## src/rtl/ctrl_edicion.sv

```systemverilog
// Programming-mode controller: edge-detects debounced buttons, runs the mode FSM,
// the field cursor, inc/dec strobes with hold-to-repeat, and the 12h / chrono flags.
module ctrl_edicion #(
  parameter int REPEAT_DELAY = 50_000_000,
  parameter int REPEAT_RATE  = 10_000_000,
  parameter int CNT_W        = 26
) (
  input  logic       clk,
  input  logic       reset,
  input  logic       au,
  input  logic       dis,
  input  logic       l,
  input  logic       r,
  input  logic       f,
  input  logic       prh,
  input  logic       prf,
  input  logic       prc,
  input  logic       icr,
  output logic [1:0] mode,
  output logic       edit_active,
  output logic [1:0] field,
  output logic       inc_pulse,
  output logic       dec_pulse,
  output logic       fmt_12h,
  output logic       crono_run
);

  typedef enum logic [1:0] {NORMAL = 2'b00, HORA = 2'b01, FECHA = 2'b10, CRONO = 2'b11} mode_t;
  typedef enum logic [1:0] {RP_IDLE = 2'b00, RP_DELAY = 2'b01, RP_RATE = 2'b10} rep_t;

  localparam logic [CNT_W-1:0] DELAY_LAST = CNT_W'(REPEAT_DELAY - 1);
  localparam logic [CNT_W-1:0] RATE_LAST  = CNT_W'(REPEAT_RATE - 1);

  localparam int B_AU = 0, B_DIS = 1, B_L = 2, B_R = 3, B_F = 4,
                 B_PRH = 5, B_PRF = 6, B_PRC = 7, B_ICR = 8;

  logic [8:0]       r_prev;
  mode_t            r_mode, w_mode_nxt;
  rep_t             r_rep, w_rep_nxt;
  logic [CNT_W-1:0] r_cnt, w_cnt_nxt;
  logic             r_dir, w_dir_nxt;     // 0: au repeating, 1: dis repeating
  logic [1:0]       r_field, w_field_nxt;
  logic             r_inc, w_inc_nxt;
  logic             r_dec, w_dec_nxt;
  logic             r_fmt, w_fmt_nxt;
  logic             r_crono, w_crono_nxt;
  logic             r_edit;

  logic [8:0]       w_lvl, w_rise;
  logic             w_mode_chg;
  logic             w_held;
  logic [CNT_W-1:0] w_limit;

  assign w_lvl  = {icr, prc, prf, prh, f, r, l, dis, au};
  // Previous levels reset to 1 so a button held across reset yields no event.
  assign w_rise = w_lvl & ~r_prev;

  always_comb begin
    w_mode_nxt = r_mode;
    if (w_rise[B_PRH])      w_mode_nxt = (r_mode == HORA)  ? NORMAL : HORA;
    else if (w_rise[B_PRF]) w_mode_nxt = (r_mode == FECHA) ? NORMAL : FECHA;
    else if (w_rise[B_PRC]) w_mode_nxt = (r_mode == CRONO) ? NORMAL : CRONO;
    w_mode_chg = (w_mode_nxt != r_mode);
  end

  always_comb begin
    w_field_nxt = r_field;
    if (w_mode_chg || r_mode == NORMAL) begin
      w_field_nxt = 2'd0;
    end else if (w_rise[B_R] && !w_rise[B_L]) begin
      w_field_nxt = (r_field == 2'd2) ? 2'd0 : r_field + 2'd1;
    end else if (w_rise[B_L] && !w_rise[B_R]) begin
      w_field_nxt = (r_field == 2'd0) ? 2'd2 : r_field - 2'd1;
    end
  end

  always_comb begin
    w_rep_nxt = r_rep;
    w_cnt_nxt = r_cnt;
    w_dir_nxt = r_dir;
    w_inc_nxt = 1'b0;
    w_dec_nxt = 1'b0;
    w_held    = r_dir ? dis : au;
    w_limit   = (r_rep == RP_DELAY) ? DELAY_LAST : RATE_LAST;
    if (r_mode == NORMAL || w_mode_chg) begin
      w_rep_nxt = RP_IDLE;
      w_cnt_nxt = '0;
    end else if (w_rise[B_AU] && !dis) begin
      w_inc_nxt = 1'b1;
      w_rep_nxt = RP_DELAY;
      w_cnt_nxt = '0;
      w_dir_nxt = 1'b0;
    end else if (w_rise[B_DIS] && !au) begin
      w_dec_nxt = 1'b1;
      w_rep_nxt = RP_DELAY;
      w_cnt_nxt = '0;
      w_dir_nxt = 1'b1;
    end else if (r_rep != RP_IDLE) begin
      if (!w_held || (au && dis)) begin
        w_rep_nxt = RP_IDLE;
        w_cnt_nxt = '0;
      end else if (r_cnt == w_limit) begin
        w_inc_nxt = !r_dir;
        w_dec_nxt = r_dir;
        w_rep_nxt = RP_RATE;
        w_cnt_nxt = '0;
      end else begin
        w_cnt_nxt = r_cnt + 1'b1;
      end
    end
  end

  always_comb begin
    w_fmt_nxt   = r_fmt ^ w_rise[B_F];
    w_crono_nxt = r_crono;
    // Entering CRONO stops the chrono, and icr is ignored while editing it.
    if (w_mode_chg && w_mode_nxt == CRONO)          w_crono_nxt = 1'b0;
    else if (w_rise[B_ICR] && r_mode != CRONO)      w_crono_nxt = ~r_crono;
  end

  always_ff @(posedge clk or negedge reset) begin
    if (!reset) begin
      r_prev  <= '1;
      r_mode  <= NORMAL;
      r_rep   <= RP_IDLE;
      r_cnt   <= '0;
      r_dir   <= 1'b0;
      r_field <= 2'd0;
      r_inc   <= 1'b0;
      r_dec   <= 1'b0;
      r_fmt   <= 1'b0;
      r_crono <= 1'b0;
      r_edit  <= 1'b0;
    end else begin
      r_prev  <= w_lvl;
      r_mode  <= w_mode_nxt;
      r_rep   <= w_rep_nxt;
      r_cnt   <= w_cnt_nxt;
      r_dir   <= w_dir_nxt;
      r_field <= w_field_nxt;
      r_inc   <= w_inc_nxt;
      r_dec   <= w_dec_nxt;
      r_fmt   <= w_fmt_nxt;
      r_crono <= w_crono_nxt;
      r_edit  <= (w_mode_nxt != NORMAL);
    end
  end

  assign mode        = r_mode;
  assign edit_active = r_edit;
  assign field       = r_field;
  assign inc_pulse   = r_inc;
  assign dec_pulse   = r_dec;
  assign fmt_12h     = r_fmt;
  assign crono_run   = r_crono;

endmodule

```

## config.mk

```make
export PLATFORM = sky130hd
export DESIGN_NAME = ctrl_edicion
export DESIGN_NICKNAME = d
export VERILOG_FILES = /design/src/rtl/ctrl_edicion.sv
export SDC_FILE = /design/constraint.sdc
export NUM_CORES = 1
export LEC_CHECK = 0
export ABC_AREA = 1
export BUFFER_PORTS_ARGS = -buffer_cell sky130_fd_sc_hd__buf_4
export CAP_MARGIN = 20
export CORE_ASPECT_RATIO = 1.2
export CORE_MARGIN = 4
export CORE_UTILIZATION = 30
export CTS_CLUSTER_DIAMETER = 30
export DETAILED_ROUTE_END_ITERATION = 10
export HOLD_SLACK_MARGIN = 0.03
export PLACE_DENSITY = 0.5
export SETUP_SLACK_MARGIN = 0.5
export SLEW_MARGIN = 15
export SYNTH_ARGS = -nofsm -noshare
export SYNTH_HDL_FRONTEND = slang
export SYNTH_SLANG_ARGS = --single-unit
```

## constraint.sdc

```tcl
create_clock -name clk -period 4.4 [get_ports clk]
set_input_delay 0.22 -clock clk [delete_from_list [all_inputs] [get_ports clk]]
set_output_delay 0.22 -clock clk [all_outputs]
set_load 0.005 [all_outputs]
```

**Word-level counts from Yosys, hierarchy flattened**

Index checks and enable logic that the tools add are counted.
Widths: inputs -> output; s select.

- Word-level logic and storage cells: 95
- Bits in registers: 47
- Input bits: 11
- Output and inout bits: 9

- Reductions and logical operators: 26
- Equality and inequality tests: 9
- Bitwise logic cells: 5
- Mux-type cells: 41
- Add/sub/neg operators: 3

Operators by type and width:

| cell | number |
|---|---|
| $mux 26 | 7 |
| $mux 2 | 16 |
| $add 26x1->26 const B | 1 |
| $eq 26x26->1 | 1 |
| $mux 1 | 18 |
| $and 9x9->9 | 1 |
| $not 9->9 | 1 |
| $eq 2x2->1 const B | 4 |
| $reduce_bool 2->1 | 4 |
| $logic_and 1x1->1 | 7 |
| $logic_not 1->1 | 6 |
| $reduce_bool 5->1 | 1 |
| $eq 2x1->1 const B | 2 |
| $logic_not 2->1 | 2 |
| $reduce_and 2->1 | 2 |
| $reduce_bool 4->1 | 1 |
| $reduce_bool 3->1 | 1 |
| $add 2x1->2 const B | 1 |
| $logic_or 1x1->1 | 2 |
| $ne 2x2->1 | 1 |
| $ne 2x2->1 const B | 1 |
| $not 1->1 | 2 |
| $sub 2x1->2 const B | 1 |
| $xor 1x1->1 | 1 |

**Logic depth before layout (Yosys ltp)**

Gate-level depths: netlist of the first run.

- Depth after elaboration: 9
- Mapped depth: 11
- Depth with buffers taken out: 11

**Worst setup path before layout of the first run**

No wires, ideal clock.

- Path kind: register to register
- From: reg r_prev[5]
- To: reg r_rep[1]
- Path buffers: 0
- Slack: 2793 ps
- Setup time: 117 ps
- Data required time: 4283 ps
- Arrival: 1490 ps
- Period minus slack after synthesis: 1607 ps
- Cell stages (with the launch flop): 10
- Path through: dfstp_2 -> inv_1 -> nand2_1 -> o2111ai_2 -> nor2_1 -> nand2_2 -> nand2_4 -> clkinv_1 -> nand2_1 -> nand2_1

- Word-level cells in the longest chain between the ends: 7
- Elaborated cells between the ends (all ways): 9
- Those cells by class: eq/ne (1); mux (2); bitwise (2); reduce/logical (4)

RTL lines:

| element | RTL line | source |
|---|---|---|
| start, declared | 37 | `logic [8:0] r_prev;` |
| start signal, assigned | 135 | `r_prev <= w_lvl;` |
| $not 9->9 (*) | 56 | `assign w_rise = w_lvl & ~r_prev;` |
| $and 9x9->9 (*) | 56 |  |
| $mux 2 (*) | 60 | `if (w_rise[B_PRH]) w_mode_nxt = (r_mode == HORA) ? NORMAL : HORA;` |
| $ne 2x2->1 (*) | 63 | `w_mode_chg = (w_mode_nxt != r_mode);` |
| $logic_or 1x1->1 (*) | 85 | `if (r_mode == NORMAL \|\| w_mode_chg) begin` |
| $reduce_bool 5->1 (no line) or $reduce_bool 4->1 (tied branches) | -- |  |
| $reduce_and 2->1 (no line) | -- |  |
| end signal, assigned | 137 | `r_rep <= w_rep_nxt;` |
| end, declared | 39 | `rep_t r_rep, w_rep_nxt;` |

Every way passes the cells marked *; elsewhere a longest branch is shown, timed or not.
A chain may end at the register's enable or synchronous reset.

**Worst setup path in the final report of the first run**

- From: in prh
- To: reg r_rep[1]

- Word-level cells in the longest chain between the ends: 6
- Elaborated cells between the ends (all ways): 8
- Those cells by class: eq/ne (1); mux (2); bitwise (1); reduce/logical (4)

RTL lines:

| element | RTL line | source |
|---|---|---|
| start, declared | 15 | `input logic prh,` |
| $and 9x9->9 (*) | 56 |  |
| $mux 2 (*) | 60 |  |
| $ne 2x2->1 (*) | 63 |  |
| $logic_or 1x1->1 (*) | 85 |  |
| $reduce_bool 5->1 (no line) or $reduce_bool 4->1 (tied branches) | -- |  |
| $reduce_and 2->1 (no line) | -- |  |

Marked as above.

==> results of run 1 <==
-- layout by cell type (no fill, tap or decap), types with 3 or more instances in the layout --
cell type and n:
dlygate4sd3_1 10, nor2_1 58, xor2_1 3, nand3_1 29
nand2_2 3, inv_1 55, clkbuf_8 5, ha_1 4
o21ai_0 10, nor3_1 13, dfrtp_1 38, dfstp_2 9
a21oi_1 10, buf_4 19, nor2_2 3, nand4_1 11
nand2_1 96
-- layer usage --
metal / routed length (microns) / vias to the layer above / GRT usage
li1: - / 1214 / -
met1: 2790 / 1071 / 0.159
met2: 2950 / 26 / 0.212
met3: 127 / 13 / 0.0236
met4: 144 / 0 / 0.0481
met5: 0 / - / 0
-- how the worst max path moves through the flow --
stage	from	endpoint
after floorplan	r_prev[5]	r_rep[1]
after global placement	r_prev[5]	r_rep[1]
after detailed placement	r_prev[5]	r_rep[1]
after CTS	prc	r_rep[1]
after global routing	prh	r_rep[1]
final	prh	r_rep[1]
-- cells by family after synthesis --
| group | synth area share |
|---|---|
| compound gates | 0.0584 |
| xor+xnor | 0.0130 |
| fa+ha+maj | 0.0185 |
| buf+inv | 0.0950 |
| flops | 0.440 |
| mux | 0.00417 |
| simple gates | 0.371 |
-- metrics by stage --
| step | hold slack [ps] | std cells |
|---|---|---|
| 4_1_cts | 498 | 516 |
| 5_1_grt | 527 | 516 |
| 3_3_place_gp | 277 | 498 |
| 3_5_place_dp | 283 | 498 |
| 2_1_floorplan | -75.6 | 368 |
| 6_report | 454 | 516 |
-- sequential cells by signal, indices dropped and copies added, names as in the netlist --
name / cells
r_cnt: 26
r_prev: 9
field: 2
mode: 2
r_rep: 2
crono_run: 1
dec_pulse: 1
edit_active: 1
fmt_12h: 1
inc_pulse: 1
r_dir: 1
-- area by class of cell --
cell class | count | area, sq um | share of cell area
Clock buffer | 5 | 68.8 | 0.0216
Sequential cell | 47 | 1190 | 0.372
Tap cell | 117 | 146 | 0.0459
Timing Repair Buffer | 29 | 243 | 0.0761
Multi-Input combinational cell | 257 | 1260 | 0.394
Inverter | 58 | 218 | 0.0683
Clock inverter | 3 | 67.6 | 0.0212
-- report_power, final --
part | leakage (nW) | internal [mW] | switching [mW]
clock network | 0.0644 | 0.227 | 0.153
logic | 0.810 | 0.0712 | 0.106
registers | 0.609 | 0.463 | 0.0214
total | 1.48 | 0.760 | 0.280
-- what timing repair did --
item,CTS,global route
endpoints found under the hold margin,47,0
setup endpoints to repair,0,0
hold buffers,10,0
==> run_results.csv, run 1 <==
group,metric,value,unit
setup_path,reg2reg_setup_slack,1970,ps
timing,maxSlewHeadroom,0.505,
power_and_ir_drop,total_power,1.04,mW
placed_design,place_area,2950,sq um
setup_path,required,4600,ps
floorplanning,die_h,112,microns
logic_synthesis,synth_top_flop_cell,"dfrtp_1",
drt,viasPerCell,4.50,
floorplanning,dieArea,10600,sq um
floorplanning,pin_count,20,
global_route,grt_pass1_wl,10800,microns
min_path,hp-class,"in -> async",
timing,period_minus_slack,2490,ps
run_status,status,"completed",
flow_run,maxCapViolCount,0,
setup_path,path_delay_family,"simple AND/OR/NAND/NOR gates",
setup_path,r2r_start,"r_prev[5]",
timing,fin_ws,1910,ps
logic_synthesis,netlist_top_cells_count,"nand2_1, nor2_1, inv_1, dfrtp_1, nand3_1",
floorplanning,die_w,94.6,microns
drt,first_pass_iters,4,
logic_synthesis,yosysTopAreaCell,"dfrtp_1",
finish,areaGrowthSynthToFinish,18.0,%
finish,num-nets-final,413,
finish,final_util,0.366,
cts,cts_tree,"yes",
timing,fmax,402,MHz
placed_design,pre_cts_ws,1930,ps
drt,avgRoutedWirePerCell,11.7,microns
logic_synthesis,synth.net_count,383,
setup_path,critPathSlowestCell,"dlygate4sd3_1",
setup_path,cp-start-kind,"input port",
floorplanning,rows,37,
finish,drive_above_1_share,0.138,
power_and_ir_drop,pwr_density_cell,326,nW/um^2
finish,fillers,975,
logic_synthesis,synth_cell_types,33,
setup_path,path_max_fanout,41,
drt,drtAntennaViolNets,0,
setup_path,worstPathArrival,2690,ps
placed_design,dp_hpwl,4500,microns
floorplanning,start_util,0.310,
timing,setup_viol,0,
logic_synthesis,netlist.area_leader.share,0.352,
floorplanning,core,8700,sq um
global_route,grt_overflow,0,
setup_path,worstSetupPathType,"in -> reg",
setup_path,cp_cell_sequence,"dlygate4sd3_1 -> buf_4 -> nand2_1 -> o2111ai_2 -> nor2_1 -> nand2_2 -> nand2_4 -> clkinv_1 -> nand2_1 -> nand2_1",
placed_design,portBuffers,19,
power_and_ir_drop,p_leak,1.48,nW
logic_synthesis,synthArstFlopShare,1.00,
timing,tightest_slew,740,ps
timing,hold_violations,0,
logic_synthesis,synth_cells,368,
timing,rsz0062_at_grt,"no",
setup_path,reg2regPathDepth,9,
timing,finClkSkew,8.27,ps
global_route,grt_max_degree,48,
cts,worstSkewPairLatency,300,ps
cts,cts_resized,0,
cts,numCtsBuffers,5,
global_route,grt_use_total,0.126,
cts,postCtsSetupBuffers,0,
global_route,first_global_vias,2348,
cts,cts_root_buffer,"clkbuf_8",
cts,clk_path_buf_depth,2,
finish,num_antenna_cells,0,
global_route,grt_antenna_before_repair,0,
logic_synthesis,yosysWarnings,0,
logic_synthesis,avgSynthCellArea,7.34,sq um
timing,setup_tns,0,ps
logic_synthesis,synth_area,2700,sq um
logic_synthesis,ys_seq_area_frac,0.440,
drt,wirelength,6020,microns
finish,final_area,3190,sq um
setup_path,cpPeakStageDelay,540,ps
setup_path,worst-path-stages,10,
timing,slew_viol_final,0,
cts,clk_pin_slew,90,ps
placed_design,gp_congestion,0.832,
drt,drc,0,
setup_path,cp.buffers_inverters,3,
logic_synthesis,synth.ff_latch_count,47,
setup_path,crit_top_cell,"nand2_1",
setup_path,r2r_end,"r_rep[1]",
power_and_ir_drop,ir_worst_vdd,0.152,mV
drt,drt_iter0_drc,96,
cts,htreeDepth,2,
timing,fin_crit_sh,0.565,
logic_synthesis,yosys-top-cells-area,"dfrtp_1, nand2_1, dfstp_2",
cts,cts.sinks,47,
logic_synthesis,synth_edf_count,0,
logic_synthesis,yosysMostFrequentCell,"nand2_1",
drt,via_count,2324,
setup_path,worst_setup_path_end_kind,"flip-flop",
Power figures use the tool's default switching activity.
==> run 2: changes to the inputs <==
- ABC_AREA: 1 -> 0
- clock period: 4.4 -> 2.3 ns (I/O delays scaled with it)
==> run 2 against run 1 <==
- the run now ends with setup timing left
- via count decreased by 0.95%
- critical path type is now reg -> reg
- total power increased by 63%
- global-route usage increased by 1.5 points
==> run_results.csv, run 2 <==
group,metric,value,unit
run_status,status,"complete, but fails checks",
run_status,violations,"setup timing",
drt,first_pass_iters,4,
finish,final_util,0.394,
logic_synthesis,yosys-top-cells-area,"dfrtp_1, dfstp_2, nand3_1",
setup_path,path_delay_family,"simple AND/OR/NAND/NOR gates",
global_route,grt_pass1_wl,11300,microns
logic_synthesis,yosysMostFrequentCell,"dfrtp_1",
logic_synthesis,synth_edf_count,0,
setup_path,path_max_fanout,6,
global_route,met1_usage,0.173,
finish,num_antenna_cells,0,
logic_synthesis,synth_cells,270,
logic_synthesis,synth_simple_gate_area_frac,0.253,
global_route,grt_use_total,0.141,
setup_path,cpPeakStageDelay,500,ps
global_route,grt_max_degree,48,
timing,tightest_slew,613,ps
floorplanning,core,8240,sq um
timing,fin_crit_sh,1.07,
placed_design,pre_cts_ws,-133,ps
logic_synthesis,synth_area,2560,sq um
logic_synthesis,netlist_top_cells_count,"dfrtp_1, nand3_1, nand2_1, o21ai_0, clkbuf_1",
drt,wirelength,6730,microns
floorplanning,dieArea,10100,sq um
floorplanning,rows,36,
cts,numCtsBuffers,5,
timing,slew_viol_final,0,
logic_synthesis,synth_top_flop_cell,"dfrtp_1",
timing,rsz0062_at_grt,"yes",
drt,viasPerCell,5.34,
setup_path,critPathSlowestCell,"or4b_1",
cts,clk_path_buf_depth,2,
global_route,use_met2,0.249,
cts,cts.sinks,47,
logic_synthesis,yosysWarnings,0,
logic_synthesis,yosysTopAreaCell,"dfrtp_1",
placed_design,placed_cells,410,
finish,drive_above_1_share,0.233,
floorplanning,die_w,92.4,microns
placed_design,place_area,2990,sq um
cts,clk_pin_slew,90,ps
setup_path,worstPathArrival,2670,ps
finish,areaGrowthSynthToFinish,26.7,%
drt,drtAntennaViolNets,0,
logic_synthesis,ys_seq_area_frac,0.463,
setup_path,reg2reg_setup_slack,-150,ps
cts,worstSkewPairLatency,310,ps
timing,fin_ws,-154,ps
timing,finClkSkew,11.4,ps
power_and_ir_drop,pwr_density_cell,521,nW/um^2
setup_path,required,2520,ps
power_and_ir_drop,ir_worst_vdd,0.170,mV
finish,largest_register_ffs,26,
cts,htreeDepth,2,
setup_path,crit_top_cell,"or4b_1",
placed_design,gp_congestion,0.863,
logic_synthesis,synthAdderAreaFrac,0.0195,
placed_design,dp_hpwl,4680,microns
logic_synthesis,synthArstFlopShare,1.00,
setup_path,worst_setup_path_end_kind,"flip-flop",
timing,fmax,408,MHz
power_and_ir_drop,p_leak,1.28,nW
finish,layout_commonest_cell,"buf_4",
placed_design,portBuffers,19,
global_route,busiest_layer,"met2",
global_route,grt_overflow,0,
timing,setup_viol,27,
floorplanning,pin_count,20,
finish,top_regs,"r_cnt x26, r_prev x9",
cts,cts_root_buffer,"clkbuf_8",
timing,period_minus_slack,2450,ps
logic_synthesis,netlist.area_leader.share,0.371,
global_route,use_met3,0.0246,
drt,drt_iter0_drc,111,
logic_synthesis,synth_xor_area_frac,0.00683,
finish,fin_cells,431,
timing,hold_violations,0,
logic_synthesis,synth_compound_area_frac,0.214,
min_path,hp-class,"in -> reg",
timing,maxSlewHeadroom,0.592,
logic_synthesis,synth_top_family_by_area,"simple AND/OR/NAND/NOR gates",
setup_path,worstSetupPathType,"reg -> reg",
floorplanning,start_util,0.311,
floorplanning,die_h,109,microns
timing,setup_tns,-1870,ps
setup_path,cp_cell_sequence,"or4b_1 -> or4b_1 -> a2111o_1 -> or3b_1 -> a211oi_2",
cts,cts_tree,"yes",
global_route,grt_antenna_before_repair,0,
global_route,first_global_vias,2269,
logic_synthesis,synth.net_count,285,
finish,largest_register,"r_cnt",
setup_path,cp-start-kind,"flip-flop",
finish,final_cell_mix,"buf_4, dfrtp_1, nand3_1, nand2_1, o21ai_0",
finish,num-nets-final,331,
logic_synthesis,avgSynthCellArea,9.50,sq um
flow_run,maxCapViolCount,0,
logic_synthesis,synth.ff_latch_count,47,
finish,final_area,3250,sq um
logic_synthesis,synthMuxAreaShare,0,
logic_synthesis,synth_cell_types,54,
drt,avgRoutedWirePerCell,15.6,microns
setup_path,cp.buffers_inverters,0,
drt,via_count,2302,
drt,drc,0,
-- run 2: path summary, 6_finish.rpt --
kind	startpoint	end	depth (start not counted)
max	r_cnt[24]	dec_pulse	5
min	dis	r_dir	3
max reg2reg	r_cnt[24]	dec_pulse	5
min reg2reg	fmt_12h	fmt_12h	1
max in group asynchronous	reset	edit_active	2
min in group asynchronous	reset	r_cnt[5]	2
-- run 2: timing repair --
action                                  in CTS  in global routing
hold buffers                                10                  0
gates resized for setup                      2                 14
setup buffers                                1                  2
hold endpoints to repair                    48                  0
endpoints found under the setup margin      30                 30
gates cloned                                 0                  0
-- run 2: kinds of logic (layout without fill, tap and decap cells) --
group / after synthesis / after routing
and+or+nand+nor: 113 / 113
AOI/OAI and AO/OA: 77 / 77
DFF: 47 / 47
buffers and inverters: 27 / 74
adders and majority gates: 4 / 4
xor gates and xnor gates: 2 / 2
-- run 2: power breakdown --
part	internal [mW]	leakage, nW	switching, mW
logic	0.142	0.626	0.148
clock network	0.214	0.0422	0.279
registers	0.873	0.608	0.0378
-- run 2: final cells by class --
class                           instances  area (sq um)
Clock inverter                          1          5.00
Tap cell                              114           143
Multi-Input combinational cell        196          1310
Fill cell                             859          4990
Sequential cell                        47          1190
Timing Repair Buffer                   56           494
Inverter                               10          37.5
Clock buffer                            7          76.3
-- run 2: worst register-to-register path, cell delays in order (launching register included) --
cell and delay, ps:
dfrtp_1 380, or4b_1 500, or4b_1 480, a2111o_1 400, or3b_1 430, a211oi_2 180
-- run 2: per-layer routing --
| layer | share of wire | up-vias |
|---|---|---|
| li1 | - | 1123 |
| met1 | 0.46 | 1128 |
| met2 | 0.50 | 40 |
| met3 | 0.030 | 11 |
| met4 | 0.018 | 0 |
| met5 | 0 | - |
-- run 2: through the flow --
step                hold WS [ps]  power [mW]
global placement             179        1.20
detailed placement           185        1.20
CTS                         63.3        1.72
global route                98.8        1.79
floorplan                   -181        1.05
finish                      75.9        1.69
==> run 3: changes to the inputs <==
- REMOVE_ABC_BUFFERS: not set -> 1
==> run 3 against run 2 <==
- the run still ends with setup timing left
- die area unchanged
- wire length decreased by 1.7%
- non-clock buffer count increased by 10
- worst setup slack improved by 7.3 ps
- register-to-register slack about the same
- combinational power increased by 6%
- utilization increased by 1.6 points
- critical path depth unchanged
- sequential power about the same
- first-iteration DRC count increased by 1.8%
- total power increased by 3.2%
- sequential cell count unchanged
- critical path type unchanged
==> run_results.csv, run 3 (synthesis results as in run 2) <==
group,metric,value,unit
run_status,status,"complete, but fails checks",
run_status,violations,"setup timing",
floorplanning,dieArea,10100,sq um
finish,num-nets-final,341,
setup_path,worst_setup_path_end_kind,"flip-flop",
cts,cts_tree,"yes",
min_path,hp-class,"in -> reg",
timing,setup_tns,-2430,ps
drt,avgRoutedWirePerCell,15.0,microns
placed_design,dp_hpwl,4700,microns
power_and_ir_drop,ir_worst_vdd,0.239,mV
setup_path,worstPathArrival,2670,ps
setup_path,cp_cell_sequence,"or4b_1 -> or4b_4 -> a2111o_1 -> or3b_1 -> a211oi_2",
placed_design,pre_cts_ws,-239,ps
power_and_ir_drop,p_leak,1.34,nW
setup_path,reg2reg_setup_slack,-150,ps
setup_path,critPathLaunch,"r_cnt[18]",
cts,cts_root_buffer,"clkbuf_8",
finish,top_regs,"r_cnt x26, r_prev x9",
setup_path,critPathSlowestCell,"or4b_1",
cts,worstSkewPairLatency,300,ps
setup_path,worstSetupPathType,"reg -> reg",
setup_path,cp.buffers_inverters,0,
floorplanning,rows,36,
drt,drc,0,
min_path,hp-start,"dis",
global_route,grt_overflow,0,
floorplanning,die_w,92.4,microns
drt,drtAntennaViolNets,0,
finish,num_antenna_cells,0,
floorplanning,start_util,0.311,
global_route,grt_use_total,0.141,
setup_path,cpPeakStageDelay,510,ps
timing,fin_ws,-146,ps
timing,slew_viol_final,0,
cts,htreeDepth,2,
timing,fmax,409,MHz
cts,clk_pin_slew,90,ps
finish,largest_register_ffs,26,
setup_path,path_delay_family,"simple AND/OR/NAND/NOR gates",
finish,layout_commonest_cell,"buf_4",
timing,fin_crit_sh,1.06,
timing,finClkSkew,7.06,ps
global_route,grt_max_degree,48,
floorplanning,core,8240,sq um
timing,maxSlewHeadroom,0.598,
global_route,first_global_vias,2337,
drt,first_pass_iters,4,
setup_path,r2r_end,"dec_pulse",
cts,cts.sinks,47,
cts,clk_path_buf_depth,2,
finish,areaGrowthSynthToFinish,32.0,%
drt,via_count,2346,
setup_path,required,2530,ps
drt,drt_iter0_drc,113,
setup_path,path_max_fanout,4,
finish,final_util,0.411,
global_route,grt_pass1_wl,11500,microns
placed_design,gp_congestion,0.821,
floorplanning,pin_count,20,
timing,tightest_slew,602,ps
timing,setup_viol,26,
power_and_ir_drop,pwr_density_cell,517,nW/um^2
timing,hold_violations,0,
timing,period_minus_slack,2450,ps
timing,rsz0062_at_grt,"yes",
setup_path,cp-endpoint,"dec_pulse",
placed_design,portBuffers,19,
finish,largest_register,"r_cnt",
global_route,grt_antenna_before_repair,0,
setup_path,worst-path-stages,5,
drt,viasPerCell,5.32,
setup_path,cp-start-kind,"flip-flop",
floorplanning,die_h,109,microns
cts,numCtsBuffers,5,
drt,wirelength,6620,microns
flow_run,maxCapViolCount,0,
setup_path,r2r_start,"r_cnt[18]",
finish,final_cell_mix,"buf_4, dfrtp_1, nand2_1",
setup_path,reg2regPathDepth,5,
finish,drive_above_1_share,0.275,
run 3: metrics by stage:
step / hold slack (ps) / power (mW) / area, sq um / cells
after floorplan: -181 / 1.04 / 2490 / 253
after global placement: 171 / 1.19 / 3030 / 416
after detailed placement: 172 / 1.20 / 3030 / 416
after CTS: 68.0 / 1.76 / 3290 / 436
after global routing: 101 / 1.84 / 3390 / 441
final: 75.1 / 1.75 / 3390 / 441
run 3: worst register-to-register path, cell delays in order (launching register included):
cell,delay [ps]
dfrtp_1,380
or4b_1,510
or4b_4,510
a2111o_1,380
or3b_1,410
a211oi_2,180
run 3: what timing repair did:
item / in CTS / in global routing
endpoints found under the hold margin: 48 / 0
pin swaps: 12 / 4
hold buffers: 10 / 0
resized for setup: 14 / 12
setup buffers: 2 / 5
endpoints found under the setup margin: 30 / 30
run 3: per-layer routing:
| metal | vias up | GRT usage | wire length, microns |
|---|---|---|---|
| met5 | - | 0 | 0 |
| met2 | 36 | 0.242 | 3180 |
| met1 | 1159 | 0.181 | 3090 |
| met4 | 0 | 0.0510 | 160 |
| met3 | 11 | 0.0212 | 183 |
| li1 | 1140 | - | - |
run 3: worst min-delay path by stage:
stage,cells after the start,slack (ps),endpoint
5_1_grt,3,100,r_dir
2_1_floorplan,0,-180,crono_run
6_report,3,80,r_dir
3_3_place_gp,1,170,edit_active
4_1_cts,3,70,r_dir
3_5_place_dp,1,170,field[1]
run 3: power breakdown:
part	internal [mW]	switching, mW
logic	0.155	0.153
registers	0.873	0.0362
clock network	0.246	0.286
run 3: area by class of cell:
type / instances / area [sq um]
tap: 114 / 143
timing repair buffer: 66 / 586
inverter: 10 / 37.5
fill: 853 / 4860
sequential: 47 / 1190
clock buffer: 6 / 82.6
multi-input combinational: 196 / 1330
clock inverter: 2 / 16.3
